==> src/rtl/seg7_scan_ctrl.sv <==
// seg7_scan_ctrl: time-multiplexed scan controller for a common-anode
// multi-digit 7-segment display sharing one BCD-to-segment decoder.
// Ports:
//   clk, rst        - clock (rising edge), async active-high reset
//   enable          - 1 = scan, 0 = display off / idle
//   digits_in       - NDIGITS packed BCD digits, digit 0 in bits [3:0]
//   dp_in           - per-digit decimal point request (1 = lit)
//   lz_en           - 1 = suppress leading zeros
//   bcd             - BCD value for the shared decoder
//   an              - anode selects, active-low
//   dp_n            - decimal point, active-low
//   digit_idx       - index of the current digit slot
//   frame_done      - one-cycle pulse on the last cycle of a frame
module seg7_scan_ctrl #(
  parameter int unsigned NDIGITS      = 4,
  parameter int unsigned PRESCALE     = 50000,
  parameter int unsigned BLANK_CYCLES = 500
) (
  input  logic                         clk,
  input  logic                         rst,
  input  logic                         enable,
  input  logic [4*NDIGITS-1:0]         digits_in,
  input  logic [NDIGITS-1:0]           dp_in,
  input  logic                         lz_en,
  output logic [3:0]                   bcd,
  output logic [NDIGITS-1:0]           an,
  output logic                         dp_n,
  output logic [$clog2(NDIGITS)-1:0]   digit_idx,
  output logic                         frame_done
);

  localparam int unsigned CNT_W = $clog2(PRESCALE);
  localparam int unsigned IDX_W = $clog2(NDIGITS);

  typedef enum logic {IDLE, SCAN} state_t;

  state_t                     state, state_n;
  logic [CNT_W-1:0]           cnt, cnt_n;
  logic [IDX_W-1:0]           idx, idx_n;
  logic [NDIGITS-1:0][3:0]    sh_d, sh_d_n;
  logic [NDIGITS-1:0]         sh_dp, sh_dp_n;
  logic                       sh_lz, sh_lz_n;
  logic [NDIGITS-1:0]         sup_n;
  logic [3:0]                 bcd_n;
  logic [NDIGITS-1:0]         an_n;
  logic                       dp_n_n;
  logic                       frame_done_n;

  // State, counters, shadow and registered outputs
  always_ff @(posedge clk or posedge rst) begin
    if (rst) begin
      state      <= IDLE;
      cnt        <= '0;
      idx        <= '0;
      sh_d       <= '0;
      sh_dp      <= '0;
      sh_lz      <= 1'b0;
      bcd        <= 4'd0;
      an         <= '1;
      dp_n       <= 1'b1;
      frame_done <= 1'b0;
    end else begin
      state      <= state_n;
      cnt        <= cnt_n;
      idx        <= idx_n;
      sh_d       <= sh_d_n;
      sh_dp      <= sh_dp_n;
      sh_lz      <= sh_lz_n;
      bcd        <= bcd_n;
      an         <= an_n;
      dp_n       <= dp_n_n;
      frame_done <= frame_done_n;
    end
  end

  assign digit_idx = idx;

  // Next state; outputs are derived from next-cycle cnt/idx/shadow so the
  // registered outputs line up with the registered cnt/idx.
  always_comb begin
    state_n      = state;
    cnt_n        = cnt;
    idx_n        = idx;
    sh_d_n       = sh_d;
    sh_dp_n      = sh_dp;
    sh_lz_n      = sh_lz;
    sup_n        = '0;
    bcd_n        = 4'd0;
    an_n         = '1;
    dp_n_n       = 1'b1;
    frame_done_n = 1'b0;

    case (state)
      IDLE: begin
        cnt_n = '0;
        idx_n = '0;
        if (enable) begin
          state_n = SCAN;
          sh_d_n  = digits_in;
          sh_dp_n = dp_in;
          sh_lz_n = lz_en;
        end
      end
      SCAN: begin
        if (!enable) begin
          state_n = IDLE;
          cnt_n   = '0;
          idx_n   = '0;
        end else if (cnt == CNT_W'(PRESCALE - 1)) begin
          cnt_n = '0;
          if (idx == IDX_W'(NDIGITS - 1)) begin
            // Frame boundary: the only point where new inputs are taken
            idx_n   = '0;
            sh_d_n  = digits_in;
            sh_dp_n = dp_in;
            sh_lz_n = lz_en;
          end else begin
            idx_n = idx + IDX_W'(1);
          end
        end else begin
          cnt_n = cnt + CNT_W'(1);
        end
      end
      default: state_n = IDLE;
    endcase

    // A digit is blanked when it and every digit above it are zero
    begin : lz_scan
      logic all_zero;
      all_zero = 1'b1;
      for (int unsigned i = NDIGITS - 1; i >= 1; i--) begin
        all_zero = all_zero & (sh_d_n[i] == 4'd0);
        sup_n[i] = sh_lz_n & all_zero;
      end
    end

    if (state_n == SCAN) begin
      bcd_n        = sh_d_n[idx_n];
      frame_done_n = (cnt_n == CNT_W'(PRESCALE - 1)) && (idx_n == IDX_W'(NDIGITS - 1));
      if (cnt_n >= CNT_W'(BLANK_CYCLES)) begin
        if (!sup_n[idx_n]) an_n[idx_n] = 1'b0;
        dp_n_n = ~sh_dp_n[idx_n];
      end
    end
  end

endmodule

==> config.mk <==
export PLATFORM = sky130hd
export DESIGN_NAME = seg7_scan_ctrl
export DESIGN_NICKNAME = d
export VERILOG_FILES = /design/src/rtl/seg7_scan_ctrl.sv
export SDC_FILE = /design/constraint.sdc
export NUM_CORES = 1
export LEC_CHECK = 0
export ABC_CLOCK_PERIOD_IN_PS = 3000
export CAP_MARGIN = 15
export CORE_MARGIN = 5
export CORE_UTILIZATION = 40
export CTS_BUF_LIST = sky130_fd_sc_hd__clkbuf_4 sky130_fd_sc_hd__clkbuf_8
export DETAILED_ROUTE_END_ITERATION = 10
export GPL_ROUTABILITY_DRIVEN = 0
export GPL_TIMING_DRIVEN = 0
export SYNTH_ARGS = -nofsm -noshare
export SYNTH_HDL_FRONTEND = slang
export SYNTH_SLANG_ARGS = --single-unit
==> constraint.sdc <==
create_clock -name clk -period 3 [get_ports clk]
set_input_delay 0.6 -clock clk [delete_from_list [all_inputs] [get_ports clk]]
set_output_delay 0.6 -clock clk [all_outputs]
set_load 0.05 [all_outputs]
==> results of run 1 <==
power groups by stage:
stage	Sequential [mW]	Combinational [mW]	Clock, mW
5_1_grt	0.740	0.194	0.517
6_report	0.735	0.173	0.476
4_1_cts	0.735	0.175	0.488
3_5_place_dp	0.748	0.175	0
2_1_floorplan	0.759	0.0903	0
3_3_place_gp	0.747	0.170	0
path summary, 6_finish.rpt:
check / start / endpoint / slack, ps / cells past startpoint
worst max-delay path: cnt[5] / an[1] / 230 / 8
worst min-delay path: sh_d[3] / sh_d[3] / 480 / 2
worst max register to register: cnt[5] / an[1] / 230 / 8
worst min register to register: sh_d[3] / sh_d[3] / 480 / 2
max in group asynchronous: rst / dp_n / 1800 / 3
min in group asynchronous: rst / cnt[9] / 620 / 2
cells in the mapped netlist, types with 4 or more instances:
cell,n,share of area [%]
nand4_1,6,1.5
a21oi_1,8,1.6
o21ai_0,8,1.6
xnor2_1,7,2.5
nand2_1,62,9.3
dfstp_2,5,5.3
inv_1,4,0.60
nor3_1,6,1.2
mux2i_1,6,2.4
nor4_1,5,1.3
mux2_2,4,1.8
nor2_1,27,4.1
xor2_1,7,2.5
nand3_1,8,1.6
dfrtp_1,45,45
stage by stage:
| step | area (µm²) | std cells | worst slack, ps | hold WS (ps) |
|---|---|---|---|---|
| 6_report | 3080 | 380 | 226 | 481 |
| 5_1_grt | 3080 | 380 | 67.9 | 527 |
| 4_1_cts | 3070 | 380 | 102 | 481 |
| 3_5_place_dp | 2950 | 372 | 136 | 460 |
| 3_3_place_gp | 2930 | 371 | 121 | 457 |
| 2_1_floorplan | 2490 | 261 | 551 | 440 |
cells by family (layout without fill, tap and decap cells):
group,after synthesis,in the layout,share of synthesized area (%)
buf+inv,15,59,3.62
fa+ha+maj,2,2,1.00
flops,50,50,50.5
simple gates,138,138,26.2
compound gates,30,30,7.99
xor+xnor,14,14,4.92
mux,12,12,5.73
area by class of cell:
cell class	instances	area, µm²
fillers	556	2920
inverters	5	18.8
clock inverters	3	45.0
flip-flops and latches	50	1260
clock buffers	5	68.8
repair buffers	36	370
well taps	75	93.8
multi-input cells	196	1150
plain buffers	10	71.3
metal layers:
metal  track usage [%]  vias to the layer above  routed length (µm)
li1                  -                      985                   -
met1              21.0                      934                2780
met2              25.4                       39                2650
met3              2.86                        4                 219
met4              3.71                        0                  39
met5                 0                        -                   0
flip-flops by register name, summed over array words and instances, names as in the netlist:
name        cells
sh_d           16
an              4
state           1
sh_lz           1
frame_done      1
sh_dp           4
dp_n            1
digit_idx       2
bcd             4
cnt            16
worst register-to-register path, cell delays in order, from the launching register on:
cell	delay, ps
dfrtp_1	450
or3b_1	450
nor4_2	440
and2_1	190
buf_4	140
mux2i_2	310
nor2_1	90
o41a_1	420
o2111ai_2	220
timing repair:
item / 4_1_cts / 5_1_grt
gates resized for setup: 0 / 2
hold buffers: 0 / 0
setup endpoints to repair: 0 / 2
==> run summary, run 1 <==
Root buffer cell: clkbuf_8
Via density per instance: 5.16
Clk pwr share: 34.4%
Area growth syn-to-layout: 23.5%
Crit Path Class: reg -> reg
Startpoint types: register
CTS tree: yes
CTS Buffer Depth: 2
Post-layout util: 51.3%
Most common cell after layout, fill and taps aside: nand2_1
Initial antenna violation count: 0
Final setup viols: 0
Fin crit share: 92.5%
1st-iter DRT viols: 108
LEAKAGE: 1.32 nW
First-pass GRT wire length: 9400 µm
Htree depth: 2
Main synth FF type: dfrtp_1
Power Total: 1.38 mW
Pwr dens: 450 nW/µm²
Synth Instances: 261
Mapped cell area: 2490 µm²
Crit path DAT: 3000 ps
Tightest Pin Transition: 636 ps
Final #Nets: 330
TritonCTS Sinks: 50
Sw Ratio: 24.7%
Clock Latency Late Sink: 300 ps
DRT Wirelength: 5690 µm
Worst Path Buf+Inv: 1
Clock slew at reported path FFs: 90 ps
Worst min path class: reg -> reg
Crit path time final: 2770 ps
Grt total ovfl: 0
Worst path slowest cell: dfrtp_1
Fmax: 361 MHz
Combinational group share of total power: 12.5%
Top delay family on crit path: simple AND/OR/NAND/NOR gates
Die area: 7900 µm²
CP max stage delay: 450 ps
Postcts setup bufs: 0
Slew Limit Fails: 0
Initial cell density of the core: 41.6%
Synthesized area per cell: 9.54 µm²
Yosys reg bits: 50
Register area share after synthesis: 50.5%
Vias in the first global route: 1975
Async S/R FF share, synth: 100%
Dpl hpwl: 4210 µm
Die height: 88.9 µm
CP Cell Sequence: or3b_1 > nor4_2 > and2_1 > buf_4 > mux2i_2 > nor2_1 > o41a_1 > o2111ai_2
IO Port Bufs: 35
Vias: 1962
Max Cap Violations: 0
Syn nets: 287
Final TNS setup: 0 ps
Share of layout cells above drive strength 1: 12.8%
Core area: 5990 µm²
Share of power burned in registers: 53.1%
Number of detailed-route iterations in the first pass: 4
Slew margin rel.: 57.2%
Total Routing Usage GR: 15.4%
Final Hold Fails: 0
Peak supply drop: 0.000263 V
CTS buffer count: 5
DRC: 0
ANT nets after route: 0
Routed WL per cell: 15.0 µm
Switching pwr: 342 µW
Int Pwr: 1.04 mW
RSZ-0062 raised after global routing: no
Diodes inserted: 0
Setup Skew: 13.3 ps
Die Wd: 88.9 µm
Most frequent cells in the layout: 62 x nand2_1, 45 x dfrtp_1, 35 x clkdlybuf4s50_1
Req. time, crit path: 3220 ps
Status: finished clean
# IOs: 36
YS warnings: 0
Crit. End Element: register
Largest net degree at the start of global routing: 32
CP max FO: 6
Cell Rows: 28
Post-synth EDFFs: 0
Yosys cell types: 51
Power figures use the tool's default switching activity.
==> inputs of run 2 (changes only) <==
GPL_ROUTABILITY_DRIVEN = unset   (was 0)
SLEW_MARGIN = 40   (was unset)
==> run summary, run 2 (synthesized netlist as in run 1, its figures left out) <==
Fmax: 362 MHz (was 361 MHz)
Dpl hpwl: 4210 µm (about the same)
Die Wd: 88.9 µm (unchanged)
Vias: 1978 (was 1962)
CTS buffer count: 5 (unchanged)
Share of layout cells above drive strength 1: 12.5% (was 12.8%)
Grt total ovfl: 0 (unchanged)
Regs by FF count: cnt x16, sh_d x16 (unchanged)
Via density per instance: 5.21 (was 5.16)
RSZ-0062 raised after global routing: no (unchanged)
Clock slew at reported path FFs: 90 ps (about the same)
Pwr dens: 430 nW/µm² (was 450 nW/µm²)
Worst slack, placed: 136 ps (about the same)
Most common cell after layout, fill and taps aside: nand2_1 (unchanged)
TritonCTS Sinks: 50 (unchanged)
Slew Limit Fails: 0 (unchanged)
CTS Buffer Depth: 2 (unchanged)
Diodes inserted: 0 (unchanged)
Slew margin rel.: 57.3% (was 57.2%)
Total Routing Usage GR: 15.3% (was 15.4%)
Setup ws final: 237 ps (was 226 ps)
Crit. End Element: register (unchanged)
Area growth syn-to-layout: 22.7% (was 23.5%)
CP max FO: 9 (was 6)
DRC: 0 (unchanged)
DRT Wirelength: 5600 µm (was 5690 µm)
CTS tree: yes (unchanged)
Number of detailed-route iterations in the first pass: 4 (unchanged)
Die height: 88.9 µm (unchanged)
Peak supply drop: 0.000228 V (was 0.000263 V)
Postcts setup bufs: 0 (unchanged)
Die area: 7900 µm² (unchanged)
Crit Path Class: reg -> reg (unchanged)
Cell Rows: 28 (unchanged)
Final setup viols: 0 (unchanged)
Final TNS setup: 0 ps (unchanged)
Initial cell density of the core: 41.6% (unchanged)
Core area: 5990 µm² (unchanged)
Status: finished clean (unchanged)
Root buffer cell: clkbuf_8 (unchanged)
Fin crit share: 92.1% (was 92.5%)
Crit path DAT: 2920 ps (was 3000 ps)
Clock Latency Late Sink: 300 ps (about the same)
Vias in the first global route: 2031 (was 1975)
Routed WL per cell: 14.7 µm (was 15.0 µm)
Worst min path class: reg -> reg (unchanged)
Most frequent cells in the layout: 62 x nand2_1, 45 x dfrtp_1, 35 x clkdlybuf4s50_1 (unchanged)
Final #Nets: 330 (unchanged)
1st-iter DRT viols: 87 (was 108)
IO Port Bufs: 35 (unchanged)
Max Cap Violations: 0 (unchanged)
ANT nets after route: 0 (unchanged)
Htree depth: 2 (unchanged)
Post-layout util: 51.0% (was 51.3%)
# hold bufs at CTS: 0 (unchanged)
GPL Wtd Cong: 0.844
# IOs: 36 (unchanged)
Req. time, crit path: 3160 ps (was 3220 ps)
Tightest Pin Transition: 633 ps (was 636 ps)
Initial antenna violation count: 0 (unchanged)
Crit path time final: 2760 ps (was 2770 ps)
Largest net degree at the start of global routing: 32 (unchanged)
Setup Skew: 7.15 ps (was 13.3 ps)
Startpoint types: register (unchanged)
Final Hold Fails: 0 (unchanged)
LEAKAGE: 1.32 nW (about the same)
First-pass GRT wire length: 9380 µm (was 9400 µm)
==> run 2: changes by cell type in the layout (fill, tap and decap cells not counted), sizes merged <==
cell	delta
clkinvlp	-1
clkbuf	+1
clkinv	+1
bufinv	-1
==> run 2: what timing repair did <==
action                     4_1_cts  5_1_grt
hold endpoints to repair         0        0
setup endpoints to repair        0        1
gates resized for setup          0        1
==> run 2: per-stage QoR <==
stage	power [mW]	cells	hold slack, ps	instance area [µm²]
after floorplan	0.849	261	440	2490
after global placement	0.917	371	457	2930
after detailed placement	0.923	372	458	2960
after CTS	1.33	380	482	3050
after global routing	1.38	380	526	3060
final	1.31	380	480	3060
==> run 2: path summary, 6_finish.rpt <==
path                          from       to  slack (ps)  cells after the start
setup / recovery            cnt[5]   bcd[3]         240                      9
hold / removal             sh_d[3]  sh_d[3]         480                      2
setup reg to reg            cnt[5]   bcd[3]         240                      9
hold reg to reg            sh_d[3]  sh_d[3]         480                      2
max in group asynchronous      rst     dp_n        1890                      3
min in group asynchronous      rst  cnt[10]         600                      2
==> run 2: where the power goes <==
| part | switching (mW) | total [mW] | internal, mW |
|---|---|---|---|
| Combinational | 0.0947 | 0.173 | 0.0778 |
| Sequential | 0.0191 | 0.735 | 0.716 |
| Clock | 0.221 | 0.407 | 0.186 |
==> run 2: area by class of cell <==
| type | count | area, µm² |
|---|---|---|
| fillers | 562 | 2940 |
| repair buffers | 36 | 370 |
| clock inverters | 2 | 12.5 |
| clock buffers | 6 | 82.6 |
| inverters | 5 | 21.3 |
| well taps | 75 | 93.8 |
| plain buffers | 10 | 71.3 |
| flip-flops and latches | 50 | 1260 |
| multi-input cells | 196 | 1150 |
==> run 2: critical path, stage by stage (launching register included) <==
cell and delay (ps):
dfrtp_1 450, or3b_1 450, nor4_2 430, and2_1 190, buf_4 140, mux2_4 320, inv_2 160, mux4_2 330
nand2_1 100, o21ai_1 70
==> run 2: per-layer routing <==
| metal | track usage [%] | vias up | part of all wire, % |
|---|---|---|---|
| met5 | 0 | - | 0 |
| met4 | 5.22 | 0 | 1.2 |
| met3 | 3.13 | 7 | 5.2 |
| met2 | 24.5 | 46 | 46 |
| met1 | 20.7 | 945 | 47 |
| li1 | - | 980 | - |
